$ cat config.mk
export PLATFORM = sky130hd
export DESIGN_NAME = mdu_sched_flat
export DESIGN_NICKNAME = d
export VERILOG_FILES = /design/src/rtl/mdu_sched_pkg.sv /design/src/rtl/mdu_sched_if.sv /design/src/rtl/mdu_sched_hilo_regs.sv /design/src/rtl/mdu_sched.sv /design/src/flat_wrapper.sv
export SDC_FILE = /design/constraint.sdc
export NUM_CORES = 1
export LEC_CHECK = 0
export BUFFER_PORTS_ARGS = -buffer_cell sky130_fd_sc_hd__buf_2
export CORE_AREA = 2 2 121 123
export CTS_CLUSTER_SIZE = 25
export DETAILED_ROUTE_END_ITERATION = 16
export DIE_AREA = 0 0 123 125
export GPL_ROUTABILITY_DRIVEN = 0
export PLACE_DENSITY = 0.77
export SYNTH_ARGS = -nofsm -noshare
export SYNTH_HDL_FRONTEND = slang
export SYNTH_HIERARCHICAL = 1
export SYNTH_SLANG_ARGS = --single-unit
$ cat constraint.sdc
create_clock -name clk -period 3.5 [get_ports clk]
set_input_delay 0.35 -clock clk [delete_from_list [all_inputs] [get_ports clk]]
set_output_delay 0.35 -clock clk [all_outputs]
set_load 0.02 [all_outputs]
$ cat src/rtl/mdu_sched_pkg.sv
// Shared definitions for the MDU issue/sequencing controller: control codes,
// scheduler state encoding and operation classification helpers.
package mdu_sched_pkg;

  localparam logic [4:0] NOP_CONTROL   = 5'd0;
  localparam logic [4:0] MULT_CONTROL  = 5'd20;
  localparam logic [4:0] MULTU_CONTROL = 5'd21;
  localparam logic [4:0] DIV_CONTROL   = 5'd22;
  localparam logic [4:0] DIVU_CONTROL  = 5'd23;

  typedef enum logic [1:0] {
    MDUS_IDLE  = 2'd0,
    MDUS_RUN   = 2'd1,
    MDUS_DRAIN = 2'd2,
    MDUS_CLR   = 2'd3
  } mdus_state_e;

  function automatic logic is_div(input logic [4:0] ctrl);
    return (ctrl == DIV_CONTROL) || (ctrl == DIVU_CONTROL);
  endfunction

  function automatic logic is_mdu_op(input logic [4:0] ctrl);
    return (ctrl == MULT_CONTROL) || (ctrl == MULTU_CONTROL) ||
           (ctrl == DIV_CONTROL)  || (ctrl == DIVU_CONTROL);
  endfunction

endpackage

$ cat src/rtl/mdu_sched_if.sv
// Bundle between the EX stage / MDU and the MDU scheduler. The master side is
// the pipeline plus the MDU; the slave side is mdu_sched.
interface mdu_sched_if;
  logic        op_valid;
  logic [4:0]  op_ctrl;
  logic [31:0] op_a;
  logic [31:0] op_b;
  logic        hilo_rd;
  logic        we_hi;
  logic        we_lo;
  logic [31:0] hilo_wdata;
  logic        flush;
  logic [4:0]  mdu_ctrl;
  logic [31:0] mdu_a;
  logic [31:0] mdu_b;
  logic        mdu_en;
  logic        mdu_clear;
  logic [63:0] mdu_result;
  logic        mdu_ready;
  logic [31:0] hi;
  logic [31:0] lo;
  logic        stall;
  logic        busy;

  modport master (
    output op_valid, op_ctrl, op_a, op_b, hilo_rd, we_hi, we_lo, hilo_wdata,
           flush, mdu_result, mdu_ready,
    input  mdu_ctrl, mdu_a, mdu_b, mdu_en, mdu_clear, hi, lo, stall, busy
  );

  modport slave (
    input  op_valid, op_ctrl, op_a, op_b, hilo_rd, we_hi, we_lo, hilo_wdata,
           flush, mdu_result, mdu_ready,
    output mdu_ctrl, mdu_a, mdu_b, mdu_en, mdu_clear, hi, lo, stall, busy
  );
endinterface

$ cat src/rtl/mdu_sched_hilo_regs.sv
// Architectural HI/LO registers with write enables. When MDU_SCHED_HILO_BYPASS_EN
// is defined the outputs forward the value being written in the same cycle.
module hilo_regs (
  input  logic        clk,
  input  logic        rst,
  input  logic        wr_hi,
  input  logic        wr_lo,
  input  logic [31:0] hi_wdata,
  input  logic [31:0] lo_wdata,
  output logic [31:0] hi,
  output logic [31:0] lo
);

  logic [31:0] hi_q, hi_d;
  logic [31:0] lo_q, lo_d;

  always_comb begin
    hi_d = wr_hi ? hi_wdata : hi_q;
    lo_d = wr_lo ? lo_wdata : lo_q;
  end

  always_ff @(posedge clk or negedge rst) begin
    if (!rst) begin
      hi_q <= 32'd0;
      lo_q <= 32'd0;
    end else begin
      hi_q <= hi_d;
      lo_q <= lo_d;
    end
  end

`ifdef MDU_SCHED_HILO_BYPASS_EN
  // The next-state value already carries this cycle's write, so it doubles as the bypass.
  assign hi = hi_d;
  assign lo = lo_d;
`else
  assign hi = hi_q;
  assign lo = lo_q;
`endif

endmodule

$ cat src/rtl/mdu_sched.sv
// MDU issue/sequencing controller: holds MDU inputs for an operation, owns HI/LO,
// generates the EX stall, and annuls or drains on flush. Option: MDU_SCHED_HILO_BYPASS_EN.
module mdu_sched
  import mdu_sched_pkg::*;
(
  input  logic        clk,
  input  logic        rst,
  mdu_sched_if.slave  bus
);

  mdus_state_e state_q, state_d;
  logic [4:0]  ctrl_q, ctrl_d;
  logic [31:0] a_q, a_d;
  logic [31:0] b_q, b_d;

  logic        mdu_wr;
  logic [4:0]  mdu_ctrl_o;
  logic        mdu_en_o;
  logic        mdu_clear_o;
  logic        op_go;
  logic        mt_ok;
  logic        wr_hi;
  logic        wr_lo;
  logic [31:0] hi_wdata;
  logic [31:0] lo_wdata;

  // Unknown control codes never start the unit, so they must not stall either.
  assign op_go = bus.op_valid & is_mdu_op(bus.op_ctrl);

  always_comb begin
    state_d     = state_q;
    ctrl_d      = ctrl_q;
    a_d         = a_q;
    b_d         = b_q;
    mdu_wr      = 1'b0;
    mdu_ctrl_o  = NOP_CONTROL;
    mdu_en_o    = 1'b0;
    mdu_clear_o = 1'b0;
    case (state_q)
      MDUS_IDLE: begin
        if (op_go && !bus.flush) begin
          ctrl_d  = bus.op_ctrl;
          a_d     = bus.op_a;
          b_d     = bus.op_b;
          state_d = MDUS_RUN;
        end
      end
      MDUS_RUN: begin
        mdu_ctrl_o = ctrl_q;
        mdu_en_o   = 1'b1;
        // Flush beats a same-cycle ready; the divider cannot be annulled, only drained.
        if (bus.flush) begin
          state_d = is_div(ctrl_q) ? MDUS_DRAIN : MDUS_CLR;
        end else if (bus.mdu_ready) begin
          mdu_wr  = 1'b1;
          state_d = MDUS_IDLE;
        end
      end
      MDUS_DRAIN: begin
        mdu_ctrl_o = ctrl_q;
        mdu_en_o   = 1'b1;
        if (bus.mdu_ready) begin
          state_d = MDUS_IDLE;
        end
      end
      MDUS_CLR: begin
        mdu_clear_o = 1'b1;
        state_d     = MDUS_IDLE;
      end
      default: state_d = MDUS_IDLE;
    endcase
  end

  always_ff @(posedge clk or negedge rst) begin
    if (!rst) begin
      state_q <= MDUS_IDLE;
      ctrl_q  <= NOP_CONTROL;
      a_q     <= 32'd0;
      b_q     <= 32'd0;
    end else begin
      state_q <= state_d;
      ctrl_q  <= ctrl_d;
      a_q     <= a_d;
      b_q     <= b_d;
    end
  end

  // MTHI/MTLO only land in IDLE; the stall keeps them from colliding with a completion.
  assign mt_ok    = (state_q == MDUS_IDLE) & ~bus.flush;
  assign wr_hi    = mdu_wr | (mt_ok & bus.we_hi);
  assign wr_lo    = mdu_wr | (mt_ok & bus.we_lo);
  assign hi_wdata = mdu_wr ? bus.mdu_result[63:32] : bus.hilo_wdata;
  assign lo_wdata = mdu_wr ? bus.mdu_result[31:0]  : bus.hilo_wdata;

  hilo_regs u_hilo_regs (
    .clk      (clk),
    .rst      (rst),
    .wr_hi    (wr_hi),
    .wr_lo    (wr_lo),
    .hi_wdata (hi_wdata),
    .lo_wdata (lo_wdata),
    .hi       (bus.hi),
    .lo       (bus.lo)
  );

  assign bus.stall = (op_go & ~((state_q == MDUS_RUN) & bus.mdu_ready) & ~bus.flush)
                   | ((bus.hilo_rd | bus.we_hi | bus.we_lo) & (state_q != MDUS_IDLE))
                   | (op_go & ((state_q == MDUS_DRAIN) | (state_q == MDUS_CLR)));

  assign bus.mdu_ctrl  = mdu_ctrl_o;
  assign bus.mdu_a     = a_q;
  assign bus.mdu_b     = b_q;
  assign bus.mdu_en    = mdu_en_o;
  assign bus.mdu_clear = mdu_clear_o;
  assign bus.busy      = (state_q != MDUS_IDLE);

endmodule

$ cat src/flat_wrapper.sv
// flat-port wrapper written by rule: the top's interface ports become plain ports
module mdu_sched_flat import mdu_sched_pkg::*;
  (clk, rst, bus_op_valid, bus_op_ctrl, bus_op_a, bus_op_b, bus_hilo_rd, bus_we_hi, bus_we_lo, bus_hilo_wdata, bus_flush, bus_mdu_result, bus_mdu_ready, bus_mdu_ctrl, bus_mdu_a, bus_mdu_b, bus_mdu_en, bus_mdu_clear, bus_hi, bus_lo, bus_stall, bus_busy);
  mdu_sched_if bus_i ();
  input  logic clk;
  input  logic rst;
  input wire logic [$bits(bus_i.op_valid)-1:0] bus_op_valid;
  input wire logic [$bits(bus_i.op_ctrl)-1:0] bus_op_ctrl;
  input wire logic [$bits(bus_i.op_a)-1:0] bus_op_a;
  input wire logic [$bits(bus_i.op_b)-1:0] bus_op_b;
  input wire logic [$bits(bus_i.hilo_rd)-1:0] bus_hilo_rd;
  input wire logic [$bits(bus_i.we_hi)-1:0] bus_we_hi;
  input wire logic [$bits(bus_i.we_lo)-1:0] bus_we_lo;
  input wire logic [$bits(bus_i.hilo_wdata)-1:0] bus_hilo_wdata;
  input wire logic [$bits(bus_i.flush)-1:0] bus_flush;
  input wire logic [$bits(bus_i.mdu_result)-1:0] bus_mdu_result;
  input wire logic [$bits(bus_i.mdu_ready)-1:0] bus_mdu_ready;
  output wire logic [$bits(bus_i.mdu_ctrl)-1:0] bus_mdu_ctrl;
  output wire logic [$bits(bus_i.mdu_a)-1:0] bus_mdu_a;
  output wire logic [$bits(bus_i.mdu_b)-1:0] bus_mdu_b;
  output wire logic [$bits(bus_i.mdu_en)-1:0] bus_mdu_en;
  output wire logic [$bits(bus_i.mdu_clear)-1:0] bus_mdu_clear;
  output wire logic [$bits(bus_i.hi)-1:0] bus_hi;
  output wire logic [$bits(bus_i.lo)-1:0] bus_lo;
  output wire logic [$bits(bus_i.stall)-1:0] bus_stall;
  output wire logic [$bits(bus_i.busy)-1:0] bus_busy;
  assign bus_i.op_valid = bus_op_valid;
  assign bus_i.op_ctrl = bus_op_ctrl;
  assign bus_i.op_a = bus_op_a;
  assign bus_i.op_b = bus_op_b;
  assign bus_i.hilo_rd = bus_hilo_rd;
  assign bus_i.we_hi = bus_we_hi;
  assign bus_i.we_lo = bus_we_lo;
  assign bus_i.hilo_wdata = bus_hilo_wdata;
  assign bus_i.flush = bus_flush;
  assign bus_i.mdu_result = bus_mdu_result;
  assign bus_i.mdu_ready = bus_mdu_ready;
  assign bus_mdu_ctrl = bus_i.mdu_ctrl;
  assign bus_mdu_a = bus_i.mdu_a;
  assign bus_mdu_b = bus_i.mdu_b;
  assign bus_mdu_en = bus_i.mdu_en;
  assign bus_mdu_clear = bus_i.mdu_clear;
  assign bus_hi = bus_i.hi;
  assign bus_lo = bus_i.lo;
  assign bus_stall = bus_i.stall;
  assign bus_busy = bus_i.busy;
  mdu_sched u_core (.clk(clk), .rst(rst), .bus(bus_i));
endmodule
After elaboration in Yosys (flattened, before gate mapping)
Cells that the tools add are included.
Storage, ports and cells
  bits in registers: 135
  bits of input ports: 173
  output and inout bits: 137
  word-level logic and storage cells: 57
Operators by class
  equality and inequality tests: 10
  mux-type cells: 13
  bitwise gates (word level): 18
  reductions and logical operators: 10
Operators by type and width (count)
  $mux 32: 2
  $eq 5x5->1 const B: 6
  $and 1x1->1: 9
  $pmux 2 s4: 1
  $or 1x1->1: 7
  $mux 1: 6
  $mux 2: 3
  $mux 5: 1
  $eq 2x2->1 const B: 2
  $logic_or 1x1->1: 4
  $eq 2x1->1 const B: 1
  $logic_not 2->1: 1
  $ne 2x1->1 const B: 1
  $not 1->1: 2
  $reduce_and 2->1: 1
  $reduce_bool 2->1: 1
  $reduce_or 2->1: 1
  $logic_and 1x1->1: 1
  $logic_not 1->1: 1

Logic depth before layout (Yosys ltp)
  word-level depth: 9
  depth in mapped cells: 10

Cells and area by module
The synthesis kept the hierarchy.
Modules (own cells, without submodules)
  mdu_sched: instances 1, cells each 356, area an instance 3472.1 µm², seq. area each 1776.7 µm²
  hilo_regs: instances 1, cells each 136, area an instance 2690.1 µm², seq. area each 1601.5 µm²

Least setup slack after synthesis
OpenSTA, ideal clock, no wires.
  path kind: flip-flop to flip-flop
  from: reg u_core.state_q[1]
  to: reg u_core.u_hilo_regs.hi_q[0] (netlist: u_core/u_hilo_regs/hi[0])
  arrival: 2.003 ns
  required time: 3.375 ns
  path slack: 1.372 ns
  cell stages (with the launch flop): 11
  buffers on the path: 4
  clock period less this slack: 2.128 ns
  cells stage by stage: dfrtp_1 > inv_1 > ha_1 > nand2_1 > or2_2 > buf_2 > clkbuf_1 > nand2_1 > buf_6 > buf_12 > mux2_4
On the way
  longest elaborated chain between the ends: 4
RTL lines
  start, declared: RTL line mdu_sched.sv:11  | mdus_state_e state_q, state_d;
  start signal, assigned: RTL line mdu_sched.sv:81  | state_q <= state_d;
  $logic_not 2->1: RTL line mdu_sched.sv:89  | assign mt_ok = (state_q == MDUS_IDLE) & ~bus.flush;
  $and 1x1->1: RTL line mdu_sched.sv:89
  $and 1x1->1: RTL line mdu_sched.sv:90  | assign wr_hi = mdu_wr | (mt_ok & bus.we_hi);
  $or 1x1->1 (*): RTL line mdu_sched.sv:90
  via u_core.wr_hi: RTL line mdu_sched.sv:22  | logic wr_hi;
  end signal, assigned: RTL line mdu_sched_hilo_regs.sv:27  | hi_q <= hi_d;
  end, declared: RTL line mdu_sched_hilo_regs.sv:14  | logic [31:0] hi_q, hi_d;
The timed path passes the listed nets; every way through them passes the cells marked *.
A chain may end at the register's enable or synchronous reset.

Final worst setup path
  from: reg u_core.state_q[1]
  to: reg u_core.u_hilo_regs.lo_q[0] (netlist: u_core/u_hilo_regs/lo[0])
On the way
  longest elaborated chain between the ends: 4
RTL lines
  $logic_not 2->1: RTL line mdu_sched.sv:89
  $and 1x1->1: RTL line mdu_sched.sv:89
  $and 1x1->1: RTL line mdu_sched.sv:91  | assign wr_lo = mdu_wr | (mt_ok & bus.we_lo);
  $or 1x1->1 (*): RTL line mdu_sched.sv:91
  via u_core.wr_lo: RTL line mdu_sched.sv:23  | logic wr_lo;
  end signal, assigned: RTL line mdu_sched_hilo_regs.sv:28  | lo_q <= lo_d;
  end, declared: RTL line mdu_sched_hilo_regs.sv:15  | logic [31:0] lo_q, lo_d;
Marks and branches as above.

==> results.sh <==
export IMPL_r2r_start="u_core/state_q[1]"
export IMPL_wl_per_cell_um=15.4
export IMPL_fmax_mhz=426
export IMPL_core_area_mm2=0.0142
export IMPL_crit_arrival_ns=2.63
export IMPL_drc=0
export IMPL_synth_seq_cells=135
export IMPL_p_leak_nw=4.56
export IMPL_grt_pass1_vias=4720
export IMPL_p_int_mw=4.85
export IMPL_p_seq_share_pct=34.7
export IMPL_period_needed_ns=2.35
export IMPL_multi_input_area_mm2=0.00255
export IMPL_hp_class="in2async"
export IMPL_ys_seq_area_share_pct=54.8
export IMPL_htree_levels=4
export IMPL_hpwl_um=11300
export IMPL_drive_gt1_share_pct=58.8
export IMPL_area_delta_synth_final_pct=35.8
export IMPL_p_sw_mw=3.05
export IMPL_dr_pass1_iters=4
export IMPL_die_x_um=123
export IMPL_gr_total_overflow=0
export IMPL_pin_count=310
export IMPL_violations="hold timing"
export IMPL_cpPeakStageDelay_ns=0.40
export IMPL_cts_made_buffers=17
export IMPL_synth_top_area_cell="dfrtp_1"
export IMPL_clock_sinks=135
export IMPL_cts_resized=0
export IMPL_outcome="finished with violations"
export IMPL_utilization_pct=58.9
export IMPL_dpl_instance_area_mm2=0.00783
export IMPL_pwr_share_comb_pct=44.9
export IMPL_reg2reg_depth=7
export IMPL_synth_top_area_share_pct=54.8
export IMPL_cts_max_path_buffers=2
export IMPL_place_ws_ns=1.14
export IMPL_num_fill_cells=1241
export IMPL_worst_pin_slew_ns=0.761
export IMPL_rr_endpoint="u_core/u_hilo_regs/lo[0]"
export IMPL_vias=4703
export IMPL_fin_area_mm2=0.00837
export IMPL_cts_tree="built"
export IMPL_slew_headroom_pct=49.3
export IMPL_setup_viol=0
export IMPL_antenna_found_initial=1
export IMPL_cap_violations=0
export IMPL_clk_pin_slew_ns=0.06
export IMPL_crit_required_ns=3.79
export IMPL_rows=44
export IMPL_viasPerCell=4.71
export IMPL_critical_path_class="reg2reg"
export IMPL_tns_ns=0
export IMPL_synth_distinct_cells=26
export IMPL_netlist_top_cells_area="dfrtp_1, mux2_4, mux2_2"
export IMPL_drtIter0Drc=117
export IMPL_grt_usage_pct=20.2
export IMPL_wl_met2_um=7590
export IMPL_end_kind="flop"
export IMPL_wl_met3_um=1560
export IMPL_die_area_mm2=0.0154
export IMPL_fin_ws_ns=1.15
export IMPL_yosys_warnings=6
export IMPL_ir_drop_mv=0.501
export IMPL_final_hold_viol_count=23
export IMPL_synth_area_mm2=0.00616
export IMPL_grt_max_degree=86
export IMPL_startpoint_type="flop"
export IMPL_die_h_um=125
export IMPL_regArea_mm2=0.00338
export IMPL_rsz0062_at_grt="false"
export IMPL_nets=977
export IMPL_grt_pass1_wl_um=23900
export IMPL_hold_buffers=0
export IMPL_cts_setup_buffers=0
export IMPL_slew_violations=0
export IMPL_fin_crit_sh_pct=67.1
export IMPL_p_sw_share_pct=38.6
export IMPL_clkPwrFrac_pct=20.4
export IMPL_clk_latency_ns=0.41
export IMPL_wl_met1_um=5970
export IMPL_power_density_mw_per_mm2=944
export IMPL_crit_chain="inv_1, ha_1, nand2_1, or2_2, nand2_2, buf_12, mux2_2"
export IMPL_synth_nets=669
export IMPL_slowest_stage="dfrtp_1"
export IMPL_r2r_setup_slack_ns=1.15
export IMPL_antenna_left=0
export IMPL_synth_cells=492
export IMPL_clockRootBuffer="clkbuf_16"
export IMPL_syn_area_per_cell_um2=12.5
export IMPL_start_util_pct=43.4
export IMPL_top_layer="met4"
export IMPL_port_buffer_count=309
export IMPL_crit_fanout=21
export IMPL_wl_um=15400
export IMPL_whs_ns=-0.0107
export IMPL_finClkSkew_ns=0.00906
==> cell usage after synthesis <==
master and instances:
ha_1 4, inv_1 2, nand2_1 166, clkbuf_1 2, o211ai_1 1, inv_2 1
buf_12 6, dfrtp_1 135, nor3_4 1, nand4_1 1, buf_4 1, nor2b_1 2
or2_2 3, o21ai_0 1, and2_1 5, nand4b_1 1, o22ai_1 2, nor2_1 5
mux2_1 7, buf_2 14, nor3_1 2, mux2_4 60, buf_6 3, a21oi_1 3
o31a_1 1, mux2_2 63
==> worst max-delay path, delay by kind of cell (launching register included) <==
| kind | cells | cell delay (ns) |
|---|---|---|
| muxes | 1 | 0.35 |
| DFF | 1 | 0.40 |
| buffers and inverters | 2 | 0.40 |
| and+or+nand+nor | 3 | 0.83 |
| adders and majority gates | 1 | 0.24 |
==> cell families (layout without fill, tap and decap cells) <==
logic type	Yosys count	count (layout)	synth area share, %
simple gates	186	186	12.1
flops	135	135	54.8
mux	130	130	27.4
buf+inv	29	350	4.06
compound gates	8	8	0.792
fa+ha+maj	4	4	0.812
other cells	0	1	0
==> sequential cells by signal, summed over array words and instances (netlist names) <==
register / count
u_core/bus.mdu_a: 32
u_core/bus.mdu_b: 32
u_core/u_hilo_regs/hi: 32
u_core/u_hilo_regs/lo: 32
u_core/ctrl_q: 5
u_core/state_q: 2
==> worst max-delay path by stage <==
stage                 startpoint                        to  slack [ns]  cells after the start
6_report       u_core/state_q[1]  u_core/u_hilo_regs/lo[0]        1.15                      7
5_1_grt        u_core/state_q[1]  u_core/u_hilo_regs/lo[0]        0.99                      7
2_1_floorplan  u_core/state_q[1]  u_core/u_hilo_regs/hi[0]        1.37                     10
3_3_place_gp   u_core/state_q[1]  u_core/u_hilo_regs/lo[0]        1.23                      7
4_1_cts        u_core/state_q[1]  u_core/u_hilo_regs/lo[0]        1.13                      7
3_5_place_dp   u_core/state_q[1]  u_core/u_hilo_regs/lo[0]        1.14                      7
==> power groups by stage <==
stage	Combinational [mW]	Sequential, mW	Clock, mW
after global routing	3.80	2.83	1.72
after floorplan	1.52	3.63	0
after global placement	3.52	2.73	0
after detailed placement	3.58	2.75	0
after CTS	3.59	2.74	1.66
final	3.55	2.74	1.61
==> area by class of cell <==
class                      count  share of cell area [%]
antenna                        1                  0.0299
clock buffer                  18                    5.25
clock inverter                14                    1.20
inverter                       3                   0.135
multi-input combinational    328                    30.4
sequential                   135                    40.4
tap                          184                    2.75
timing repair buffer         315                    19.8
==> cells in the final DEF, fill, tap and decap left out, types with 2 or more instances in the layout <==
master and n:
buf_2 308, nand2_1 164, dfrtp_1 135, mux2_2 63, mux2_4 60, clkbuf_16 17
mux2_1 7, clkinv_2 5, and2_1 5, buf_12 5, nor2_1 4, ha_1 4
clkinvlp_4 3, inv_6 3, clkinv_4 3, or2_2 3, a21oi_1 3, inv_1 2
nand2_2 2, nor3_1 2, o22ai_1 2, nor2b_1 2
==> metrics by stage <==
step | power (mW) | cells
after CTS | 8.00 | 997
final | 7.90 | 998
after floorplan | 5.15 | 492
after detailed placement | 6.33 | 965
after global placement | 6.25 | 965
after global routing | 8.36 | 998
==> metal layers <==
layer	track usage, %	up-vias
met4	7.09	0
met2	34.4	208
met1	22.8	2217
li1	-	2257
met5	0	-
met3	7.94	21
(Power assumes the default switching activity.)
